`config.mk`:
```
export PLATFORM = sky130hd
export DESIGN_NAME = term_src_fifo_flat
export DESIGN_NICKNAME = d
export VERILOG_FILES = /design/src/rtl/term_src_fifo_pkg.sv /design/src/rtl/term_src_fifo_if.sv /design/src/rtl/term_fifo_core.sv /design/src/rtl/term_src_fifo.sv /design/src/flat_wrapper.sv
export SDC_FILE = /design/constraint.sdc
export NUM_CORES = 1
export LEC_CHECK = 0
export ABC_AREA = 1
export BUFFER_PORTS_ARGS = -buffer_cell sky130_fd_sc_hd__buf_4
export CAP_MARGIN = 20
export CORE_ASPECT_RATIO = 1.2
export CORE_MARGIN = 4
export CORE_UTILIZATION = 25
export DETAILED_ROUTE_END_ITERATION = 16
export PLACE_DENSITY = 0.37
export SYNTH_ARGS = -nofsm -noshare
export SYNTH_HDL_FRONTEND = slang
export SYNTH_SLANG_ARGS = --single-unit
export TNS_END_PERCENT = 5
```
`constraint.sdc`:
```
create_clock -name clk -period 5.9 [get_ports clk]
set_input_delay 0.885 -clock clk [delete_from_list [all_inputs] [get_ports clk]]
set_output_delay 0.885 -clock clk [all_outputs]
set_load 0.005 [all_outputs]
```
`src/rtl/term_src_fifo_pkg.sv`:
```
// Shared packet-field widths, header layout and occupancy states for the mesh
// terminal source path.
package term_src_fifo_pkg;

    localparam int NXT_JMP_W = 8;
    localparam int ROW_W     = 4;
    localparam int COL_W     = 4;
    localparam int MODE_W    = 1;
    localparam int HDR_W     = NXT_JMP_W + ROW_W + COL_W + MODE_W;

    // Header sits above the payload, MSB first; routers rewrite nxt_jump in flight.
    typedef struct packed {
        logic [NXT_JMP_W-1:0] nxt_jump;
        logic [ROW_W-1:0]     row;
        logic [COL_W-1:0]     col;
        logic [MODE_W-1:0]    mode;
    } pkt_hdr_t;

    typedef enum logic [1:0] {
        OCC_EMPTY   = 2'd0,
        OCC_PARTIAL = 2'd1,
        OCC_FULL    = 2'd2
    } occ_state_t;

    function automatic pkt_hdr_t make_hdr(input logic [ROW_W-1:0]  row,
                                          input logic [COL_W-1:0]  col,
                                          input logic [MODE_W-1:0] mode);
        pkt_hdr_t h;
        h.nxt_jump = '0;
        h.row      = row;
        h.col      = col;
        h.mode     = mode;
        return h;
    endfunction

endpackage

```
`src/rtl/term_src_fifo_if.sv`:
```
// Producer-side descriptor handshake plus mesh-terminal show-ahead port.
interface term_src_fifo_if
    import term_src_fifo_pkg::*;
#(
    parameter int pckg_sz = 32
);
    logic                      in_vld;
    logic                      in_rdy;
    logic [ROW_W-1:0]          in_row;
    logic [COL_W-1:0]          in_col;
    logic [MODE_W-1:0]         in_mode;
    logic [pckg_sz-HDR_W-1:0]  in_payload;
    logic                      pndng;
    logic [pckg_sz-1:0]        data_out;
    logic                      popin;

    modport master (
        output in_vld, in_row, in_col, in_mode, in_payload, popin,
        input  in_rdy, pndng, data_out
    );

    modport slave (
        input  in_vld, in_row, in_col, in_mode, in_payload, popin,
        output in_rdy, pndng, data_out
    );
endinterface

```
`src/rtl/term_fifo_core.sv`:
```
// Circular packet storage with wrapping read/write pointers; the caller
// qualifies push/pop so this block never sees an overflow or underflow.
module term_fifo_core #(
    parameter int DATA_W = 32,
    parameter int DEPTH  = 8
) (
    input  logic              clk,
    input  logic              rst_ni,
    input  logic              push_i,
    input  logic              pop_i,
    input  logic [DATA_W-1:0] wdata_i,
    output logic [DATA_W-1:0] rdata_o
);
    localparam int PTR_W = $clog2(DEPTH);

    logic [DATA_W-1:0] mem_q [DEPTH];
    logic [PTR_W-1:0]  wr_ptr_q, wr_ptr_d;
    logic [PTR_W-1:0]  rd_ptr_q, rd_ptr_d;

    // Power-of-two depth lets the pointers wrap by natural overflow.
    always_comb begin
        wr_ptr_d = wr_ptr_q;
        rd_ptr_d = rd_ptr_q;
        if (push_i) wr_ptr_d = wr_ptr_q + PTR_W'(1);
        if (pop_i)  rd_ptr_d = rd_ptr_q + PTR_W'(1);
    end

    always_ff @(posedge clk) begin
        if (!rst_ni) begin
            wr_ptr_q <= '0;
            rd_ptr_q <= '0;
        end else begin
            wr_ptr_q <= wr_ptr_d;
            rd_ptr_q <= rd_ptr_d;
        end
    end

    always_ff @(posedge clk) begin
        if (push_i) mem_q[wr_ptr_q] <= wdata_i;
    end

    assign rdata_o = mem_q[rd_ptr_q];
endmodule

```
`src/rtl/term_src_fifo.sv`:
```
// Mesh terminal source FIFO: assembles packets from descriptors, queues them and
// presents the head to the terminal with pop accounting and an empty-pop flag.
module term_src_fifo
    import term_src_fifo_pkg::*;
#(
    parameter int pckg_sz    = 32,
    parameter int fifo_depth = 8,
    parameter int ROWS       = 4,
    parameter int COLUMS     = 4
) (
    input  logic                             clk,
    input  logic                             reset,
    term_src_fifo_if.slave                   bus,
    output logic [$clog2(fifo_depth+1)-1:0]  count,
    output logic [15:0]                      sent_cnt,
    output logic                             err_pop_empty
);
    localparam int CNT_W = $clog2(fifo_depth + 1);

    if (pckg_sz < 24 || fifo_depth < 2 || (fifo_depth & (fifo_depth - 1)) != 0 ||
        ROWS < 1 || ROWS > (1 << ROW_W) || COLUMS < 1 || COLUMS > (1 << COL_W)) begin : g_bad_cfg
        $error("term_src_fifo: unsupported parameter set");
    end

    occ_state_t         state_q, state_d;
    logic [CNT_W-1:0]   count_q, count_d;
    logic               pndng_q;
    logic [15:0]        sent_q;
    logic               err_q;
    logic               push, pop;
    logic [pckg_sz-1:0] wdata, rdata;

    assign bus.in_rdy = (state_q != OCC_FULL);
    assign push       = bus.in_vld && bus.in_rdy;
    assign pop        = bus.popin && pndng_q;
    assign wdata      = {make_hdr(bus.in_row, bus.in_col, bus.in_mode), bus.in_payload};

    always_comb begin
        count_d = count_q;
        state_d = state_q;
        if (push && !pop)      count_d = count_q + CNT_W'(1);
        else if (pop && !push) count_d = count_q - CNT_W'(1);
        if (count_d == '0)                      state_d = OCC_EMPTY;
        else if (count_d == CNT_W'(fifo_depth)) state_d = OCC_FULL;
        else                                    state_d = OCC_PARTIAL;
    end

    always_ff @(posedge clk) begin
        if (!reset) begin
            state_q <= OCC_EMPTY;
            count_q <= '0;
            pndng_q <= 1'b0;
            sent_q  <= '0;
            err_q   <= 1'b0;
        end else begin
            state_q <= state_d;
            count_q <= count_d;
            pndng_q <= (state_d != OCC_EMPTY);
            if (pop)                        sent_q <= sent_q + 16'd1;
            if (bus.popin && !pndng_q)      err_q  <= 1'b1;
        end
    end

    term_fifo_core #(
        .DATA_W (pckg_sz),
        .DEPTH  (fifo_depth)
    ) u_core (
        .clk     (clk),
        .rst_ni  (reset),
        .push_i  (push),
        .pop_i   (pop),
        .wdata_i (wdata),
        .rdata_o (rdata)
    );

    // Storage is never cleared, so gate the head to keep it defined while empty.
    assign bus.data_out  = pndng_q ? rdata : '0;
    assign bus.pndng     = pndng_q;
    assign count         = count_q;
    assign sent_cnt      = sent_q;
    assign err_pop_empty = err_q;
endmodule

```
`src/flat_wrapper.sv`:
```
// flat-port wrapper written by rule: the top's interface ports become plain ports
module term_src_fifo_flat import term_src_fifo_pkg::*;
#(
    parameter int pckg_sz    = 32,
    parameter int fifo_depth = 8,
    parameter int ROWS       = 4,
    parameter int COLUMS     = 4
)
  (clk, reset, count, sent_cnt, err_pop_empty, bus_in_vld, bus_in_row, bus_in_col, bus_in_mode, bus_in_payload, bus_popin, bus_in_rdy, bus_pndng, bus_data_out);
  term_src_fifo_if #(.pckg_sz(pckg_sz)) bus_i ();
  input  logic clk;
  input  logic reset;
  output logic [$clog2(fifo_depth+1)-1:0] count;
  output logic [15:0] sent_cnt;
  output logic err_pop_empty;
  input wire logic [$bits(bus_i.in_vld)-1:0] bus_in_vld;
  input wire logic [$bits(bus_i.in_row)-1:0] bus_in_row;
  input wire logic [$bits(bus_i.in_col)-1:0] bus_in_col;
  input wire logic [$bits(bus_i.in_mode)-1:0] bus_in_mode;
  input wire logic [$bits(bus_i.in_payload)-1:0] bus_in_payload;
  input wire logic [$bits(bus_i.popin)-1:0] bus_popin;
  output wire logic [$bits(bus_i.in_rdy)-1:0] bus_in_rdy;
  output wire logic [$bits(bus_i.pndng)-1:0] bus_pndng;
  output wire logic [$bits(bus_i.data_out)-1:0] bus_data_out;
  assign bus_i.in_vld = bus_in_vld;
  assign bus_i.in_row = bus_in_row;
  assign bus_i.in_col = bus_in_col;
  assign bus_i.in_mode = bus_in_mode;
  assign bus_i.in_payload = bus_in_payload;
  assign bus_i.popin = bus_popin;
  assign bus_in_rdy = bus_i.in_rdy;
  assign bus_pndng = bus_i.pndng;
  assign bus_data_out = bus_i.data_out;
  term_src_fifo #(.pckg_sz(pckg_sz), .fifo_depth(fifo_depth), .ROWS(ROWS), .COLUMS(COLUMS)) u_core (.clk(clk), .reset(reset), .bus(bus_i), .count(count), .sent_cnt(sent_cnt), .err_pop_empty(err_pop_empty));
endmodule
```
==> results.tsv, run 1 <==
metric	value	unit
seq_area_frac_synth	69.42	%
grt_start_max_net_pins	97	
cts_resized	0	
cts.clk_slew.worst_paths	60	ps
drv_slew	0	
relSlewSlack	28.42	%
crit_family	buffers and inverters	
rsz0062_at_grt	false	
io_pins	83	
grtUsageTotal	11.91	%
postRouteAntennaNets	0	
setup_viol	0	
period_minus_slack	3730	ps
worstPathRequired	5020	ps
cts_setup_buffers	0	
synthTopCellsByArea	edfxtp_1, nor2_1, dfxtp_1	
clockBufferDepth	3	
htreeDepth	1	
diodes	0	
crit_type	flop to primary output	
synth.cell_area	9256	sq um
vias	6046	
setup_tns	0	ps
worstMarginPinSlew	1071	ps
skew	11.72	ps
cts_sinks	225	
postRouteWirelength	24020	microns
wl_per_cell	17.54	microns
cts_root_buf	clkbuf_16	
drt_iter0_markers	287	
hold_viol_final	0	
syn_to_final_growth	19.72	%
fin_crit_sh	63.21	%
crit_top_cell	o21ai_0	
start_util	25.55	%
status	completed	
worstSkewPairLatency	530	ps
rows	76	
setup.worst_path.start_class	flop	
die_x	183.7	microns
synth_ff_type	edfxtp_1	
route.detailed.drc	0	
grt_pass1_vias	6057	
path_buf_inv	3	
post-route-util	30.59	%
cp_slowest_cell	clkinv_2	
gr-total-overflow	0	
port_buffers	74	
path_max_fanout	68	
max_stage_delay	740	ps
netlist_instances	815	
vdd.ir_drop.worst	0.1956	mV
die_area	40180	sq um
power_density	380.2	nW/um^2
cp.arrival	2840	ps
grt_pass1_wl	36740	microns
max_cap_violations	0	
end_kind	primary output	
syn_avg_cell_area	11.36	sq um
ys_types	31	
whs	463.6	ps
final_nets	914	
finalPower	4214	uW
cts_tree	done	
hpwl	12990	microns
crit_chain	clkinv_2 > buf_4 > o21ai_0 > o21ai_0 > o21ai_0 > nor2_1 > buf_4	
yosys_warnings	0	
p_leak	0.003919	uW
ys_ff_latch	225	
async_flop_share	0	%
viasPerCell	4.416	
antenna_found_initial	1	
netlist.area_leader.share	62.29	%
hp-class	flop to flop	
fmaxAchievable	0.2681	GHz
gp_congestion	0.6886	
drive_gt1_share	16.09	%
final_cell_mix	nor2_1, edfxtp_1, o21ai_0	
final_common_cell	nor2_1	
drt_pass1_iterations	4	
holdBufCountCts	0	
synth_edf_count	192	
die-height	218.8	microns
yosysTopAreaCell	edfxtp_1	
coreArea	36230	sq um
numCtsBuffers	26	
area by class of cell:
class	instances	area, sq um
clock buffer	30	686.9
clock inverter	18	130.1
fill	3717	25150
sequential	225	6431
multi-input combinational	507	2454
tap	468	585.6
inverter	38	146.4
timing repair buffer	83	648.1
report_power, final:
part / leakage [uW] / total [uW] / internal (uW) / switching, uW
clock network: 0.000408 / 1550 / 914 / 634
registers: 0.00201 / 1840 / 1790 / 50.8
logic: 0.00150 / 822 / 306 / 516
total: 0.00392 / 4210 / 3010 / 1200
path summary, 6_finish.rpt:
check / start / end / slack (ps) / cells past startpoint
worst max register to register: u_core.state_q[0] / u_core.u_core.mem_q[2][21] / 3600 / 6
worst min register to register: u_core.u_core.rd_ptr_q[2] / u_core.u_core.rd_ptr_q[2] / 460 / 2
worst min-delay path: u_core.u_core.rd_ptr_q[2] / u_core.u_core.rd_ptr_q[2] / 460 / 2
worst max-delay path: flop / bus_data_out[21] / 2170 / 7
synthesized netlist by cell type, types with 2 or more instances:
master	count
edfxtp_1	192
xor2_1	2
buf_2	13
inv_1	36
a21oi_1	17
o21ai_1	13
nand4_1	3
nor3_1	2
ha_1	5
nand2_1	57
nand3_4	2
nand3_2	3
nor2_4	3
buf_6	8
buf_4	12
o21ai_0	117
nor2_1	226
nand3_1	16
dfxtp_1	33
nand2_2	3
clkbuf_1	19
o32ai_1	24
worst reg2reg max path, stage by stage (launching register included):
cell,delay [ps]
dfxtp_1,300
inv_1,40
nand2_2,120
nand2_2,140
inv_1,120
nand2_1,270
nor2_4,900
registers in the layout, indices dropped and copies added (netlist names), named ones only:
signal and flops:
u_core.u_core.mem_q 192, u_core.sent_cnt 16, u_core.count 4, u_core.u_core.rd_ptr_q 3, u_core.u_core.wr_ptr_q 3, u_core.state_q 2
u_core.bus.pndng 1, u_core.err_pop_empty 1
cell families (layout without fill, tap and decap cells):
| logic type | after synthesis | in the layout | synth area share [%] |
|---|---|---|---|
| AOI/OAI and AO/OA | 173 | 173 | 10.41 |
| xor gates and xnor gates | 2 | 2 | 0.1893 |
| adders and majority gates | 5 | 5 | 0.6759 |
| buffers and inverters | 90 | 169 | 5.001 |
| DFF | 225 | 225 | 69.42 |
| other | 1 | 8 | 0.04051 |
| and+or+nand+nor | 319 | 319 | 14.26 |
metal layers:
| layer | vias to the layer above | global-route usage, % | share of wire (%) |
|---|---|---|---|
| met3 | 36 | 2.454 | 4.7 |
| met4 | 2 | 3.080 | 1.8 |
| met5 | - | 0 | 0.083 |
| li1 | 2971 | - | - |
| met1 | 2936 | 15.70 | 46 |
| met2 | 101 | 20.05 | 48 |
metrics by stage:
stage	worst slack (ps)	cell area, sq um	instances
after global placement	2627	10220	1319
after CTS	2041	11080	1369
after global routing	1862	11080	1369
after detailed placement	2620	10260	1321
final	2170	11080	1369
after floorplan	3288	9283	822
Note: power is estimated with default switching activity, not from simulation.
==> run 2: changes to the inputs <==
Clock period 5.9 ns to 3.7 ns, I/O delays scaled along.
==> run 2 against run 1 <==
Effect of this change: utilization is 0.10 points higher; largest cell class unchanged; global-route usage is 0.16 points lower; critical path depth is 1 higher.
==> results.tsv, run 2 (synthesis results as in run 1) <==
metric	value	unit	change
setup.worst_path.start_class	flop		
start_util	25.55	%	unchanged
drt_iter0_markers	306		+6.6%
largest_register_ffs	192		unchanged
hpwl	13160	microns	+1.4%
drv_slew	0		unchanged
top_register	u_core.u_core.mem_q		
vdd.ir_drop.worst	0.2974	mV	+52%
crit_family	buffers and inverters		
numCtsBuffers	26		unchanged
htreeDepth	1		unchanged
max_stage_delay	770	ps	+30 ps
path_buf_inv	2		-1
worstMarginPinSlew	998.2	ps	-72.90 ps
antenna_found_initial	1		unchanged
power_density	597.9	nW/um^2	+57%
worstSkewPairLatency	530	ps	about the same
viasPerCell	4.377		-0.89%
max_cap_violations	0		unchanged
die_x	183.7	microns	unchanged
postRouteWirelength	23700	microns	-1.3%
cts_root_buf	clkbuf_16		
drive_gt1_share	16.74	%	+0.65 points
rows	76		unchanged
drt_pass1_iterations	4		unchanged
grtUsageTotal	11.75	%	-0.16 points
io_pins	83		unchanged
coreArea	36230	sq um	unchanged
cts_resized	0		unchanged
crit_chain	buf_4 > nor2_1 > nor2_1 > o21ai_0 > o21ai_0 > o21ai_0 > nor2_1 > buf_4		
cts_tree	done		
relSlewSlack	33.45	%	+5.0 points
hold_viol_final	0		unchanged
end_kind	primary output		
final_common_cell	nor2_1		
gp_congestion	0.7044		+2.3%
status	completed		
cp_slowest_cell	buf_4		
hp-class	primary input to flop		
fin_crit_sh	82.93	%	
cts.clk_slew.worst_paths	60	ps	about the same
gr-total-overflow	0		unchanged
p_leak	0.003948	uW	+0.74%
path_max_fanout	96		+41%
period_minus_slack	3068	ps	
crit_type	flop to primary output		
postRouteAntennaNets	0		unchanged
cts_sinks	225		unchanged
holdBufCountCts	0		unchanged
route.detailed.drc	0		unchanged
cts_setup_buffers	0		unchanged
rsz0062_at_grt	false		
final_cell_mix	nor2_1, edfxtp_1, o21ai_0		
setup_viol	0		unchanged
wl_per_cell	17.22	microns	-1.8%
timing.rr.start	u_core.state_q[0]		
diodes	0		unchanged
cp.arrival	2510	ps	-330 ps
worstPathRequired	3140	ps	-1880 ps
port_buffers	74		unchanged
grt_pass1_vias	6181		+2.0%
syn_to_final_growth	20.13	%	
vias	6023		-0.38%
setup_tns	0	ps	unchanged
fmaxAchievable	0.3259	GHz	
die-height	218.8	microns	unchanged
final_nets	924		+1.1%
grt_pass1_wl	36760	microns	about the same
die_area	40180	sq um	unchanged
grt_start_max_net_pins	97		unchanged
worstHoldStart	bus_in_col[3]		
post-route-util	30.69	%	+0.10 points
skew	6.934	ps	-4.788 ps
clockBufferDepth	3		unchanged
[run 2: metal layers]
layer	vias to the layer above	routed length, microns	global-route usage, %
met5	-	20	0
met4	2	370	2.683
met1	2892	11100	16.07
li1	2986	-	-
met2	114	11000	19.25
met3	29	1205	2.437
[run 2: worst paths after layout]
check                                                  end  cells past startpoint  slack, ps
worst max register to register   u_core.u_core.mem_q[4][5]                      7       1500
worst min-delay path            u_core.u_core.mem_q[3][19]                      1        260
worst min register to register                        flop                      2        450
worst max-delay path                      bus_data_out[11]                      8        630
[run 2: area by class of cell]
class | count | area (sq um)
repair buffers | 93 | 723.2
well taps | 468 | 585.6
inverters | 38 | 146.4
multi-input cells | 507 | 2454
fillers | 3715 | 25110
clock buffers | 33 | 698.2
flip-flops and latches | 225 | 6431
clock inverters | 12 | 81.33
[run 2: metrics by stage]
stage                     cell area (sq um)  hold slack (ps)  setup WS [ps]  cells  total power [uW]
after floorplan                        9283            433.4           1418    822              3843
after global placement                10340            452.7           1094   1331              4386
after detailed placement              10340            457.2           1106   1331              4377
after CTS                             11120            228.5          507.5   1376              6801
after global routing                  11120            239.0          329.7   1376              7083
final                                 11120            263.0          631.7   1376              6648
[run 2: power by group]
part / switching [uW] / total (uW) / internal, uW
registers: 77.0 / 2930 / 2860
logic: 835 / 1340 / 510
clock network: 979 / 2370 / 1390
total: 1890 / 6650 / 4760
==> run 3: changes to the inputs <==
Settings changed: PLACE_DENSITY 0.37 to 0.39.
Clock period 3.7 ns to 2.8 ns, I/O delays scaled along.
==> run 3 against run 2 <==
Effect of this change: sequential share of layout area down 0.85 points; largest power group unchanged; final cell count up 0.22%; worst hold slack worse by 130 ps; wire length down 3.0%; sequential cell count unchanged; global-route usage down 0.44 points; utilization up 0.46 points; worst setup slack worse by 420 ps; critical endpoint is now bus_data_out[1]; clock power up 50%; count of clock-buffer cells in the layout down 3; total power up 39%.
==> results.tsv, run 3 (synthesis results as in run 1) <==
metric	value	unit	change
cp.arrival	2170	ps	-340 ps
end_kind	primary output		
io_pins	83		unchanged
regToRegSetupSlack	700	ps	-800 ps
numCtsBuffers	26		unchanged
hp-class	primary input to flop		
syn_to_final_growth	21.92	%	
holdPathEnd	u_core.u_core.mem_q[6][20]		
skew	9.186	ps	+2.251 ps
fmaxAchievable	0.3866	GHz	
diodes	0		unchanged
top_register	u_core.u_core.mem_q		
wl_per_cell	16.67	microns	-3.2%
r2r_end	u_core.u_core.mem_q[0][17]		
post-route-util	31.15	%	+0.46 points
final_cell_mix	nor2_1, edfxtp_1, o21ai_0		
drive_gt1_share	17.23	%	+0.49 points
postRouteAntennaNets	0		unchanged
worstHoldStart	bus_in_row[0]		
timing.rr.start	u_core.state_q[0]		
final_nets	925		+0.11%
clockBufferDepth	3		unchanged
worstPathRequired	2380	ps	-760 ps
switching_share	27.48	%	-0.96 points
drv_slew	0		unchanged
htreeDepth	1		unchanged
min_path_cells	1		unchanged
route.detailed.drc	0		unchanged
seqPwrFrac	42.1	%	-2.0 points
drt_iter0_markers	296		-3.3%
use_met1	14.16	%	-1.9 points
power.switching	2538	uW	+34%
setup_tns	0	ps	unchanged
gp_congestion	0.7100		+0.80%
largest_register_ffs	192		unchanged
coreArea	36230	sq um	unchanged
path_max_fanout	24		-75%
drt_pass1_iterations	4		unchanged
cts.clk_slew.worst_paths	60	ps	about the same
worstSkewPairLatency	520	ps	about the same
postRouteWirelength	22990	microns	-3.0%
relSlewSlack	55.64	%	+22 points
grt-busiest-layer	met2		
grt_use_met3	2.420	%	-0.017 points
r2r_cells	7		unchanged
setup.worst_path.start_class	flop		
worstMarginPinSlew	663.9	ps	-334.4 ps
p_leak	0.004022	uW	+1.9%
period_minus_slack	2587	ps	
die-height	218.8	microns	unchanged
finalPower	9235	uW	+39%
grt_pass1_vias	6153		-0.45%
vdd.ir_drop.worst	0.4151	mV	+40%
max_cap_violations	0		unchanged
grt_start_max_net_pins	97		unchanged
fin_crit_sh	92.38	%	
grt_util_met2	19.92	%	+0.66 points
antenna_found_initial	0		-1
grt_pass1_wl	35800	microns	-2.6%
rows	76		unchanged
die_x	183.7	microns	unchanged
final_common_cell	nor2_1		
rsz0062_at_grt	false		
grtUsageTotal	11.31	%	-0.44 points
vias	6151		+2.1%
start_util	25.55	%	unchanged
power_density	818.3	nW/um^2	+37%
viasPerCell	4.460		+1.9%
hpwl	13350	microns	+1.4%
crit_type	flop to primary output		
status	completed		
cts_tree	done		
holdBufCountCts	0		unchanged
clkPwrFrac	38.4	%	+2.8 points
gr-total-overflow	0		unchanged
cts_root_buf	clkbuf_16		
pwr-share-comb	19.5	%	-0.7 points
hold_viol_final	0		unchanged
cts_setup_buffers	0		unchanged
setup_viol	0		unchanged
port_buffers	74		unchanged
intPower	6698	uW	+41%
cts_sinks	225		unchanged
die_area	40180	sq um	unchanged
cts_resized	0		unchanged
## run 3: cell type report
cell class / count / area [sq um]
repair buffers: 94 / 772.0
well taps: 468 / 585.6
clock buffers: 30 / 686.9
clock inverters: 17 / 210.2
multi-input cells: 507 / 2454
inverters: 38 / 146.4
flip-flops and latches: 225 / 6431
fillers: 3701 / 24940
## run 3: worst max-delay path, cell delays in order (launching register included)
cell      delay (ps)
dfxtp_4          430
clkinv_2         110
buf_4            280
nor2_1            70
o32ai_1          270
nor2_1            70
nor2_1           230
buf_4            170
## run 3: power groups by stage
stage	clock network (uW)	registers [uW]	logic, uW
final	3550	3890	1800
after global routing	3800	3910	2050
after CTS	3660	3890	1860
after detailed placement	0	3960	1860
after global placement	0	3960	1860
after floorplan	0	3900	1180
## run 3: through the flow
step                      setup WS, ps  cell area, sq um  hold WS (ps)  cells
after CTS                        123.1             11280         104.1   1379
after floorplan                  617.0              9283         433.4    822
after detailed placement         607.8             10390         464.8   1332
after global routing             20.09             11290         104.8   1379
after global placement           655.2             10390         458.6   1332
final                            213.3             11290         133.5   1379
## run 3: worst max path at each step
stage / from / depth (start not counted) / to / slack (ps)
6_report: flop / 7 / bus_data_out[1] / 210
5_1_grt: flop / 8 / bus_data_out[18] / 20
4_1_cts: flop / 6 / bus_data_out[1] / 120
3_5_place_dp: bus_in_vld / 6 / u_core.u_core.mem_q[0][15] / 610
3_3_place_gp: bus_in_vld / 6 / u_core.u_core.mem_q[0][16] / 660
2_1_floorplan: u_core.state_q[0] / 6 / u_core.u_core.mem_q[0][0] / 620
## run 3: routing by layer
| layer | routed length (microns) | up-vias |
|---|---|---|
| met2 | 11500 | 149 |
| met1 | 9792 | 2997 |
| met5 | 0 | - |
| li1 | - | 2979 |
| met4 | 333 | 0 |
| met3 | 1364 | 26 |
